[src/rtl/lsu_ram_master.sv]
// ============================================================================
// lsu_ram_master : load/store initiator for a word-wide synchronous RAM,
//                  sub-word stores by read-modify-write. Option: LSU_BOUNDS_CHECK_EN
// Revision 1.0
// ============================================================================
`default_nettype none

module lsu_ram_master #(
    parameter int DWIDTH = 32,
    parameter int AWIDTH = 5
) (
    input  logic              clock,
    input  logic              nReset,
    input  logic              req,
    input  logic              we,
    input  logic [2:0]        funct3,
    input  logic [31:0]       baddr,
    input  logic [DWIDTH-1:0] wdata,
    output logic              ready,
    output logic              done,
    output logic              err,
    output logic [DWIDTH-1:0] rdata,
    output logic              ramR,
    output logic              ramW,
    output logic [31:0]       addr,
    output logic [DWIDTH-1:0] dataW,
    input  logic [DWIDTH-1:0] dataR
);

`ifdef LSU_BOUNDS_CHECK_EN
    localparam bit c_BOUNDS_EN = 1'b1;
`else
    localparam bit c_BOUNDS_EN = 1'b0;
`endif

    typedef enum logic [2:0] {
        S_IDLE = 3'd0,
        S_RD   = 3'd1,
        S_CAP  = 3'd2,
        S_WR   = 3'd3,
        S_DONE = 3'd4
    } state_t;

    state_t            r_state;
    logic              r_we;
    logic [2:0]        r_funct3;
    logic [1:0]        r_lane;
    logic [15:0]       r_wdata;
    logic              r_ready;
    logic              r_done;
    logic              r_err;
    logic [DWIDTH-1:0] r_rdata;
    logic              r_ramR;
    logic              r_ramW;
    logic [31:0]       r_addr;
    logic [DWIDTH-1:0] r_dataW;

    logic              w_is_half;
    logic              w_is_word;
    logic              w_bad_f3;
    logic              w_misal;
    logic              w_oob;
    logic              w_reject;
    logic [DWIDTH-1:0] w_lane_data;
    logic [DWIDTH-1:0] w_load_val;
    logic [DWIDTH-1:0] w_mask;
    logic [DWIDTH-1:0] w_ins;
    logic [DWIDTH-1:0] w_merged;

    // Request qualification, evaluated on the raw inputs in IDLE
    assign w_is_half = (funct3[1:0] == 2'b01);
    assign w_is_word = (funct3[1:0] == 2'b10);
    assign w_bad_f3  = we ? (funct3[2] || (funct3[1:0] == 2'b11))
                          : ((funct3 == 3'b011) || (funct3[2:1] == 2'b11));
    assign w_misal   = (w_is_half && baddr[0]) || (w_is_word && (baddr[1:0] != 2'b00));
    assign w_oob     = c_BOUNDS_EN && ((baddr >> (AWIDTH + 2)) != 32'd0);
    assign w_reject  = w_bad_f3 || w_misal || w_oob;

    // Lane handling on the captured word; lane logic assumes DWIDTH == 32
    assign w_lane_data = dataR >> {r_lane, 3'b000};

    always_comb begin
        w_load_val = dataR;
        case (r_funct3)
            3'b000:  w_load_val = {{(DWIDTH-8){w_lane_data[7]}}, w_lane_data[7:0]};
            3'b001:  w_load_val = {{(DWIDTH-16){w_lane_data[15]}}, w_lane_data[15:0]};
            3'b100:  w_load_val = {{(DWIDTH-8){1'b0}}, w_lane_data[7:0]};
            3'b101:  w_load_val = {{(DWIDTH-16){1'b0}}, w_lane_data[15:0]};
            default: w_load_val = dataR;
        endcase
    end

    always_comb begin
        if (r_funct3[1:0] == 2'b00) begin
            w_mask = {{(DWIDTH-8){1'b0}}, 8'hFF} << {r_lane, 3'b000};
            w_ins  = {{(DWIDTH-8){1'b0}}, r_wdata[7:0]} << {r_lane, 3'b000};
        end else begin
            w_mask = {{(DWIDTH-16){1'b0}}, 16'hFFFF} << {r_lane, 3'b000};
            w_ins  = {{(DWIDTH-16){1'b0}}, r_wdata} << {r_lane, 3'b000};
        end
        w_merged = (dataR & ~w_mask) | (w_ins & w_mask);
    end

    // All outputs are registered and set for the state being entered
    always_ff @(posedge clock or negedge nReset) begin
        if (!nReset) begin
            r_state  <= S_IDLE;
            r_we     <= 1'b0;
            r_funct3 <= 3'b000;
            r_lane   <= 2'b00;
            r_wdata  <= 16'h0000;
            r_ready  <= 1'b1;
            r_done   <= 1'b0;
            r_err    <= 1'b0;
            r_rdata  <= '0;
            r_ramR   <= 1'b0;
            r_ramW   <= 1'b0;
            r_addr   <= 32'd0;
            r_dataW  <= '0;
        end else begin
            case (r_state)
                S_IDLE: begin
                    if (req) begin
                        r_we     <= we;
                        r_funct3 <= funct3;
                        r_lane   <= baddr[1:0];
                        r_wdata  <= wdata[15:0];
                        r_ready  <= 1'b0;
                        if (w_reject) begin
                            r_state <= S_DONE;
                            r_done  <= 1'b1;
                            r_err   <= 1'b1;
                        end else if (we && w_is_word) begin
                            r_state <= S_WR;
                            r_ramW  <= 1'b1;
                            r_addr  <= {2'b00, baddr[31:2]};
                            r_dataW <= wdata;
                        end else begin
                            r_state <= S_RD;
                            r_ramR  <= 1'b1;
                            r_addr  <= {2'b00, baddr[31:2]};
                        end
                    end
                end
                S_RD: begin
                    r_state <= S_CAP;
                    r_ramR  <= 1'b0;
                end
                S_CAP: begin
                    if (r_we) begin
                        r_state <= S_WR;
                        r_ramW  <= 1'b1;
                        r_dataW <= w_merged;
                    end else begin
                        r_state <= S_DONE;
                        r_rdata <= w_load_val;
                        r_done  <= 1'b1;
                        r_err   <= 1'b0;
                    end
                end
                S_WR: begin
                    r_state <= S_DONE;
                    r_ramW  <= 1'b0;
                    r_done  <= 1'b1;
                    r_err   <= 1'b0;
                end
                S_DONE: begin
                    r_state <= S_IDLE;
                    r_done  <= 1'b0;
                    r_ready <= 1'b1;
                end
                default: begin
                    r_state <= S_IDLE;
                    r_done  <= 1'b0;
                    r_ramR  <= 1'b0;
                    r_ramW  <= 1'b0;
                    r_ready <= 1'b1;
                end
            endcase
        end
    end

    assign ready = r_ready;
    assign done  = r_done;
    assign err   = r_err;
    assign rdata = r_rdata;
    assign ramR  = r_ramR;
    assign ramW  = r_ramW;
    assign addr  = r_addr;
    assign dataW = r_dataW;

endmodule

`default_nettype wire

[config.mk]
export PLATFORM = sky130hd
export DESIGN_NAME = lsu_ram_master
export DESIGN_NICKNAME = d
export VERILOG_FILES = /design/src/rtl/lsu_ram_master.sv
export SDC_FILE = /design/constraint.sdc
export NUM_CORES = 1
export LEC_CHECK = 0
export ABC_AREA = 1
export CORE_UTILIZATION = 50
export CTS_CLUSTER_SIZE = 25
export DETAILED_ROUTE_END_ITERATION = 8
export DONT_BUFFER_PORTS = 1
export PLACE_DENSITY = 0.68
export SETUP_SLACK_MARGIN = 0.15
export SLEW_MARGIN = 20
export SYNTH_ARGS = -nofsm -noshare
export SYNTH_HDL_FRONTEND = slang
export SYNTH_SLANG_ARGS = --single-unit
[constraint.sdc]
create_clock -name clock -period 2.22 [get_ports clock]
set_clock_uncertainty 0.1 [all_clocks]
set_input_delay 0.444 -clock clock [delete_from_list [all_inputs] [get_ports clock]]
set_output_delay 0.444 -clock clock [all_outputs]
set_load 0.03 [all_outputs]
==> metrics.txt, run 1 <==
initial drt markers=476; crit start category=flip-flop; total global-route track usage=around 29%; slew margin rel.=61.8%; synth top area cells=dfrtp_1, nand2_1, nand3_1, o21ai_0, a21oi_1; Layout Cells excl Fill=1,073; WL final=approximately 19 mm; filler cell count=1,255; Num CTS Buffers=17; first-pass detailed-route iteration total=8; GRT overflow=0; Die W=116 um; critical-path cell list=inv_2 -> nor2_4 -> nand2_1 -> nand3_1 -> nand2_2 -> nand3_1 -> o21ai_0 -> inv_1; Top FF cell, synth=dfrtp_1; share of layout cells above drive strength 1=between 10% and 20%; Worst path most repeated cell=nand3_1; worst slew pin tran=roughly 0.57 ns; post-CTS setup buffer count=0; EDFF count, synth=0; total clock sinks=124; dpl hpwl=approximately 14 mm; DIE HEIGHT=roughly 120 um; pwr dens=1810 nW/um^2; first-pass GRT wire length=a little under 30 mm; H-tree Lvls=4; CP endpoint kind=flip-flop; largest net degree at the start of global routing=between 100 and 150; fin crit share=a little over four fifths; vias per cell=5.53; Worst IR Drop VDD=0.000976 V; CTS Buffer Depth=2; Synth Cell Area=6530 um^2; CORE AREA=between 10,000 and 15,000 um^2; Final Max Tran Viols=0; cell family with most CP delay=simple AND/OR/NAND/NOR gates; maximum fanout along the worst path=24; WL/cell=~18 um; Synth Area in XOR/XNOR=0%; Async SR Flop Fraction=between 90% and 100%; sequential share of the synthesized area=about 48%; Lkg Pwr=around 3.7 nW; FF+latch count, synth=around 120; vias in the first global route=5,423; # rows=between 40 and 50; count of different cell masters after synthesis=26; CTS tree=built; Critical path buffers and inverters=2; largest family of logic cells by synthesized area=simple AND/OR/NAND/NOR gates; post-synth top area share=a little under half; final setup vio count=0; Layout area overhead=10.2%; minimum clock period=approximately 1.9 ns; multiplexer area fraction after synthesis=0%; nets=991; Post-Syn Instances=between 900 and 1k; final hold violations=~120; Critical Path RT=between 2 and 2.5 ns; fmax=between 500 and 600 MHz; Final TNS setup=0 ns; port buffer count=0; CTS Root Cell=clkbuf_16; critical path class=flip-flop to flip-flop; Worst Hold Slack=-0.386 ns; CP arrival=around 2.2 ns; Detail Route Antenna Nets=0; Synth Area in Compound Gates=a little under a tenth; Ports=204; CP peak stage delay=around 0.5 ns; synth cell count leaders=nand2_1, dfrtp_1, nand3_1; failing checks=hold timing; Hold Path Class=input port to asynchronous set/reset pin; # diodes=0; CP max stage cell=dfrtp_1; Post-Syn Area per Cell=7.24 um^2; Initial Util=between 50% and 60%; routed vias=between 5k and 6k; routability congestion estimate=0.894; die area=approximately 14,000 um^2; most common cell in the netlist=nand2_1; DP Cell Count=roughly 1.0k; Synth Area in Simple Gates=roughly a third; max_cap viols=0; CTS clk-pin slew, worst paths=about 0.060 ns; initial antenna violation count=0; status=finished with violations; RSZ-0062 raised after global routing=false; top cell type by total area after synthesis=dfrtp_1; adder-cell share of the synthesized area=0%; Yosys warnings=0; Clk Latency, worst-skew pair=between 0.4 and 0.5 ns; Remaining DRCs=0
## timing repair
action,in CTS,in global routing
hold endpoints to repair,124,124
endpoints found under the setup margin,0,12
gates resized for setup,0,2
## power by group
group          leakage (nW)  switching, mW  internal [mW]
Combinational          1.91           2.92           1.40
Sequential             1.52           2.64           3.36
Clock                 0.278           1.07           1.66
## sequential cells by signal (all words and copies together) (netlist names)
signal    flops
rdata        32
r_wdata      16
r_lane        2
err           1
dataW        32
done          1
ramR          1
ready         1
r_we          1
addr         30
r_funct3      3
r_state       3
ramW          1
## layer usage
metal / track usage (%) / vias to the layer above / routed length, um
met2: 46.9 / 261 / 9220
li1: - / 2856 / -
met3: 9.65 / 34 / 1740
met4: 10.9 / 0 / 420
met1: 36.4 / 2785 / 7840
met5: 0 / - / 0
## cell type report
cell class	count	area, um^2	share of cell area (%)
Multi-Input combinational cell	663	2930	40.7
Tap cell	172	215	2.99
Inverter	65	246	3.42
Timing Repair Buffer	17	128	1.77
Clock inverter	13	143	1.98
Clock buffer	19	433	6.01
Sequential cell	124	3100	43.1
## worst register-to-register path: cells and delay by family, from the launching register on
kind	cells	cell delay, ns
AND/OR/NAND/NOR	5	0.87
flip-flops	1	0.49
buffers and inverters	2	0.25
AO/OA/AOI/OAI	1	0.11
## kinds of logic (layout without fill, tap and decap cells)
group | after synthesis | in the layout
other cells | 1 | 2
flops | 124 | 124
simple gates | 540 | 540
compound gates | 121 | 121
buf+inv | 116 | 114
## cells in the final DEF (no fill, tap or decap), types with 7 or more instances in the layout
master,synthesis,final
o21ai_1,27,27
o211ai_1,7,7
nor2_1,35,35
nand4_1,7,7
nand3_1,117,117
or2_2,11,11
inv_1,42,42
o21ai_0,51,51
inv_2,22,21
clkbuf_16,0,17
buf_4,6,17
a21oi_1,35,35
dfrtp_1,123,123
nand2_1,356,356
## final timing paths
kind / startpoint / end / slack [ns] / depth (start not counted)
max in group asynchronous: nReset / ready / 2.15 / 0
hold / removal: nReset / rdata[9] / -0.39 / 0
setup / recovery: r_lane[0] / rdata[16] / 0.33 / 8
hold reg to reg: r_funct3[2] / r_funct3[2] / 0.44 / 2
min in group clock: wdata[7] / r_wdata[7] / 0.05 / 2
setup reg to reg: r_lane[0] / rdata[16] / 0.33 / 8
## per-stage QoR
| stage | cell area [um^2] | utilization (%) | hold WS [ns] | setup WS, ns | power [mW] |
|---|---|---|---|---|---|
| 2_1_floorplan | 6540 | - | 0.0484 | 0.682 | 9.22 |
| 3_3_place_gp | 6620 | 52.3 | 0.0513 | 0.400 | 10.2 |
| 3_5_place_dp | 6620 | 52.3 | 0.0518 | 0.317 | 10.3 |
| 4_1_cts | 7200 | 56.8 | -0.403 | 0.309 | 13.1 |
| 5_1_grt | 7200 | 56.8 | -0.409 | 0.168 | 13.9 |
| 6_report | 7200 | 56.8 | -0.386 | 0.334 | 13.1 |
Power figures use the tool's default switching activity.
==> run 2, diff against run 1 <==
clock period = 1.9 ns   (was 2.22 ns; I/O delays follow)
==> run 2 against run 1 <==
Against the previous run: the flow still finishes with violations (hold timing); final area rose by 6.9%; largest power group unchanged; global-route usage rose by 0.41 points; first-iteration DRC count fell by 4.0%; clock-buffer cell count did not move; sequential share of layout area fell by 2.7 points; core utilization rose by 3.9 points; worst hold slack got worse by 0.050 ns; sequential cell count did not move; sequential power rose by 16%; non-clock buffer count rose by 27; combinational power rose by 30%; critical path type unchanged.
==> metrics.txt, run 2 (same netlist as run 1, synthesis figures left out) <==
status=finished with violations; failing checks=hold timing; Critical path buffers and inverters=3 (+1); first-pass GRT wire length=29.9 mm (+2.1%); CTS clk-pin slew, worst paths=0.06 ns (about the same); pwr dens=2120 nW/um^2 (+17%); critical-path cell list=inv_2 -> nand2_1 -> nor2_4 -> nand2_2 -> buf_12 -> a21oi_1 -> nand3_1 -> o21ai_0 -> inv_1; Layout area overhead=17.8%; maximum fanout along the worst path=39 (+63%); CORE AREA=12,700 um^2 (unchanged); max_cap viols=0 (unchanged); Final TNS setup=0 ns (unchanged); critical path class=flip-flop to flip-flop; Die W=116 um (unchanged); fin crit share=87.2% (+2.3 points); filler cell count=1,126 (-10%); final hold violations=124 (unchanged); Critical Path RT=2.09 ns (-0.39 ns); Final Max Tran Viols=0 (unchanged); die area=13,500 um^2 (unchanged); CP max stage cell=dfrtp_2; Final Cell Area=7690 um^2 (+6.9%); CP arrival=1.85 ns (-0.30 ns); GRT overflow=0 (unchanged); Lkg Pwr=3.92 nW (+5.8%); Reg power frac=42.8% (-3.2 points); most common cell after layout, fill and taps aside=nand2_1; port buffer count=0 (unchanged); routability congestion estimate=0.964 (+7.8%); H-tree Lvls=4 (unchanged); total global-route track usage=29.6% (+0.41 points); Clock Power Share=22.8% (+1.9 points); sw frac=48.5% (-2.3 points); combinational fraction of design power=34.3% (+1.2 points); total clock sinks=124 (unchanged); CP endpoint kind=flip-flop; dpl cell area=6680 um^2 (+0.83%); vias per cell=5.48 (-0.96%); # diodes=0 (unchanged); largest net degree at the start of global routing=125 (unchanged); CTS tree=built; crit start category=flip-flop; CTS Root Cell=clkbuf_16; initial antenna violation count=0 (unchanged); CTS Buffer Depth=2 (unchanged); share of layout cells above drive strength 1=13.0% (+2.5 points); switching pwr=7.93 mW (+19%); Ports=204 (unchanged); minimum clock period=1.66 ns (-0.228 ns); Remaining DRCs=0 (unchanged); CP peak stage delay=0.44 ns (-0.05 ns); Worst IR Drop VDD=0.00104 V (+7.0%); Num CTS Buffers=17 (unchanged); nets=1,018 (+2.7%); RSZ-0062 raised after global routing=false; Core Util, Final=60.7% (+3.9 points); initial drt markers=457 (-4.0%); Worst Hold Slack=-0.436 ns (-0.0501 ns); Pint=8.41 mW (+31%); final setup vio count=0 (unchanged); first-pass detailed-route iteration total=6 (-2); vias in the first global route=5,754 (+6.1%); fmax=603 MHz (+14%); Detail Route Antenna Nets=0 (unchanged); WL/cell=18.0 um (+0.30%); Initial Util=51.6% (unchanged); Clk Latency, worst-skew pair=0.41 ns (about the same); Hold Path Class=input port to asynchronous set/reset pin; dpl hpwl=14.0 mm (-1.6%); cell family with most CP delay=flip-flops; routed vias=6,027 (+1.5%); most frequent cells in the layout=nand2_1, dfrtp_1, nand3_1; DIE HEIGHT=116 um (unchanged); # rows=41 (unchanged); WL final=19.8 mm (+2.8%)
run 2: worst paths after layout:
kind	to	cells after the start	start	slack, ns
min in group clock	r_funct3[0]	2	funct3[0]	0.01
worst max-delay path	rdata[18]	9	r_state[0]	0.24
worst min register to register	r_wdata[15]	2	r_wdata[15]	0.42
worst min-delay path	rdata[5]	0	nReset	-0.44
worst max register to register	rdata[18]	9	r_state[0]	0.24
max in group asynchronous	ready	0	nReset	1.84
run 2: power by group through the flow:
stage          registers [mW]  logic, mW  clock network [mW]
6_report                 7.00       5.61                3.73
4_1_cts                  6.98       5.24                3.77
2_1_floorplan            6.68       4.09                   0
5_1_grt                  7.15       6.37                3.91
3_3_place_gp             7.00       5.01                   0
3_5_place_dp             7.00       5.17                   0
run 2: stage by stage:
stage / hold WS, ns / worst slack (ns) / cells / power [mW]
2_1_floorplan: -0.0156 / 0.362 / 903 / 10.8
3_3_place_gp: -0.0123 / 0.0846 / 1045 / 12.0
3_5_place_dp: -0.0117 / 0.0562 / 1045 / 12.2
4_1_cts: -0.447 / 0.167 / 1090 / 16.0
5_1_grt: -0.452 / 0.139 / 1100 / 17.4
6_report: -0.436 / 0.243 / 1100 / 16.3
run 2: what timing repair did:
item | in CTS | in global routing
pin swaps | 0 | 4
gates cloned | 0 | 1
setup buffers | 0 | 6
setup endpoints to repair | 22 | 84
hold buffers | 13 | 3
gates resized for setup | 3 | 29
endpoints found under the hold margin | 137 | 126
run 2: final cells by class:
cell class	instances	area, um^2	share of cell area, %
well taps	172	215	2.80
multi-input cells	663	2990	38.8
clock buffers	19	443	5.76
clock inverters	13	236	3.07
inverters	65	254	3.30
flip-flops and latches	124	3110	40.4
repair buffers	44	449	5.84
run 2: routing by layer:
metal	vias to the layer above	track usage (%)	share of wire [%]	routed length [um]
met4	0	17.4	3.9	766
li1	2916	-	-	-
met2	308	45.9	46	9050
met3	56	8.15	8.6	1700
met1	2747	36.9	42	8250
met5	-	0	0	0
run 2: worst reg2reg max path, stage by stage, from the launching register on:
cell and delay [ns]:
dfrtp_2 0.44, inv_2 0.07, nand2_1 0.07, nor2_4 0.17
nand2_2 0.10, buf_12 0.18, a21oi_1 0.14, nand3_1 0.09
o21ai_0 0.11, inv_1 0.06
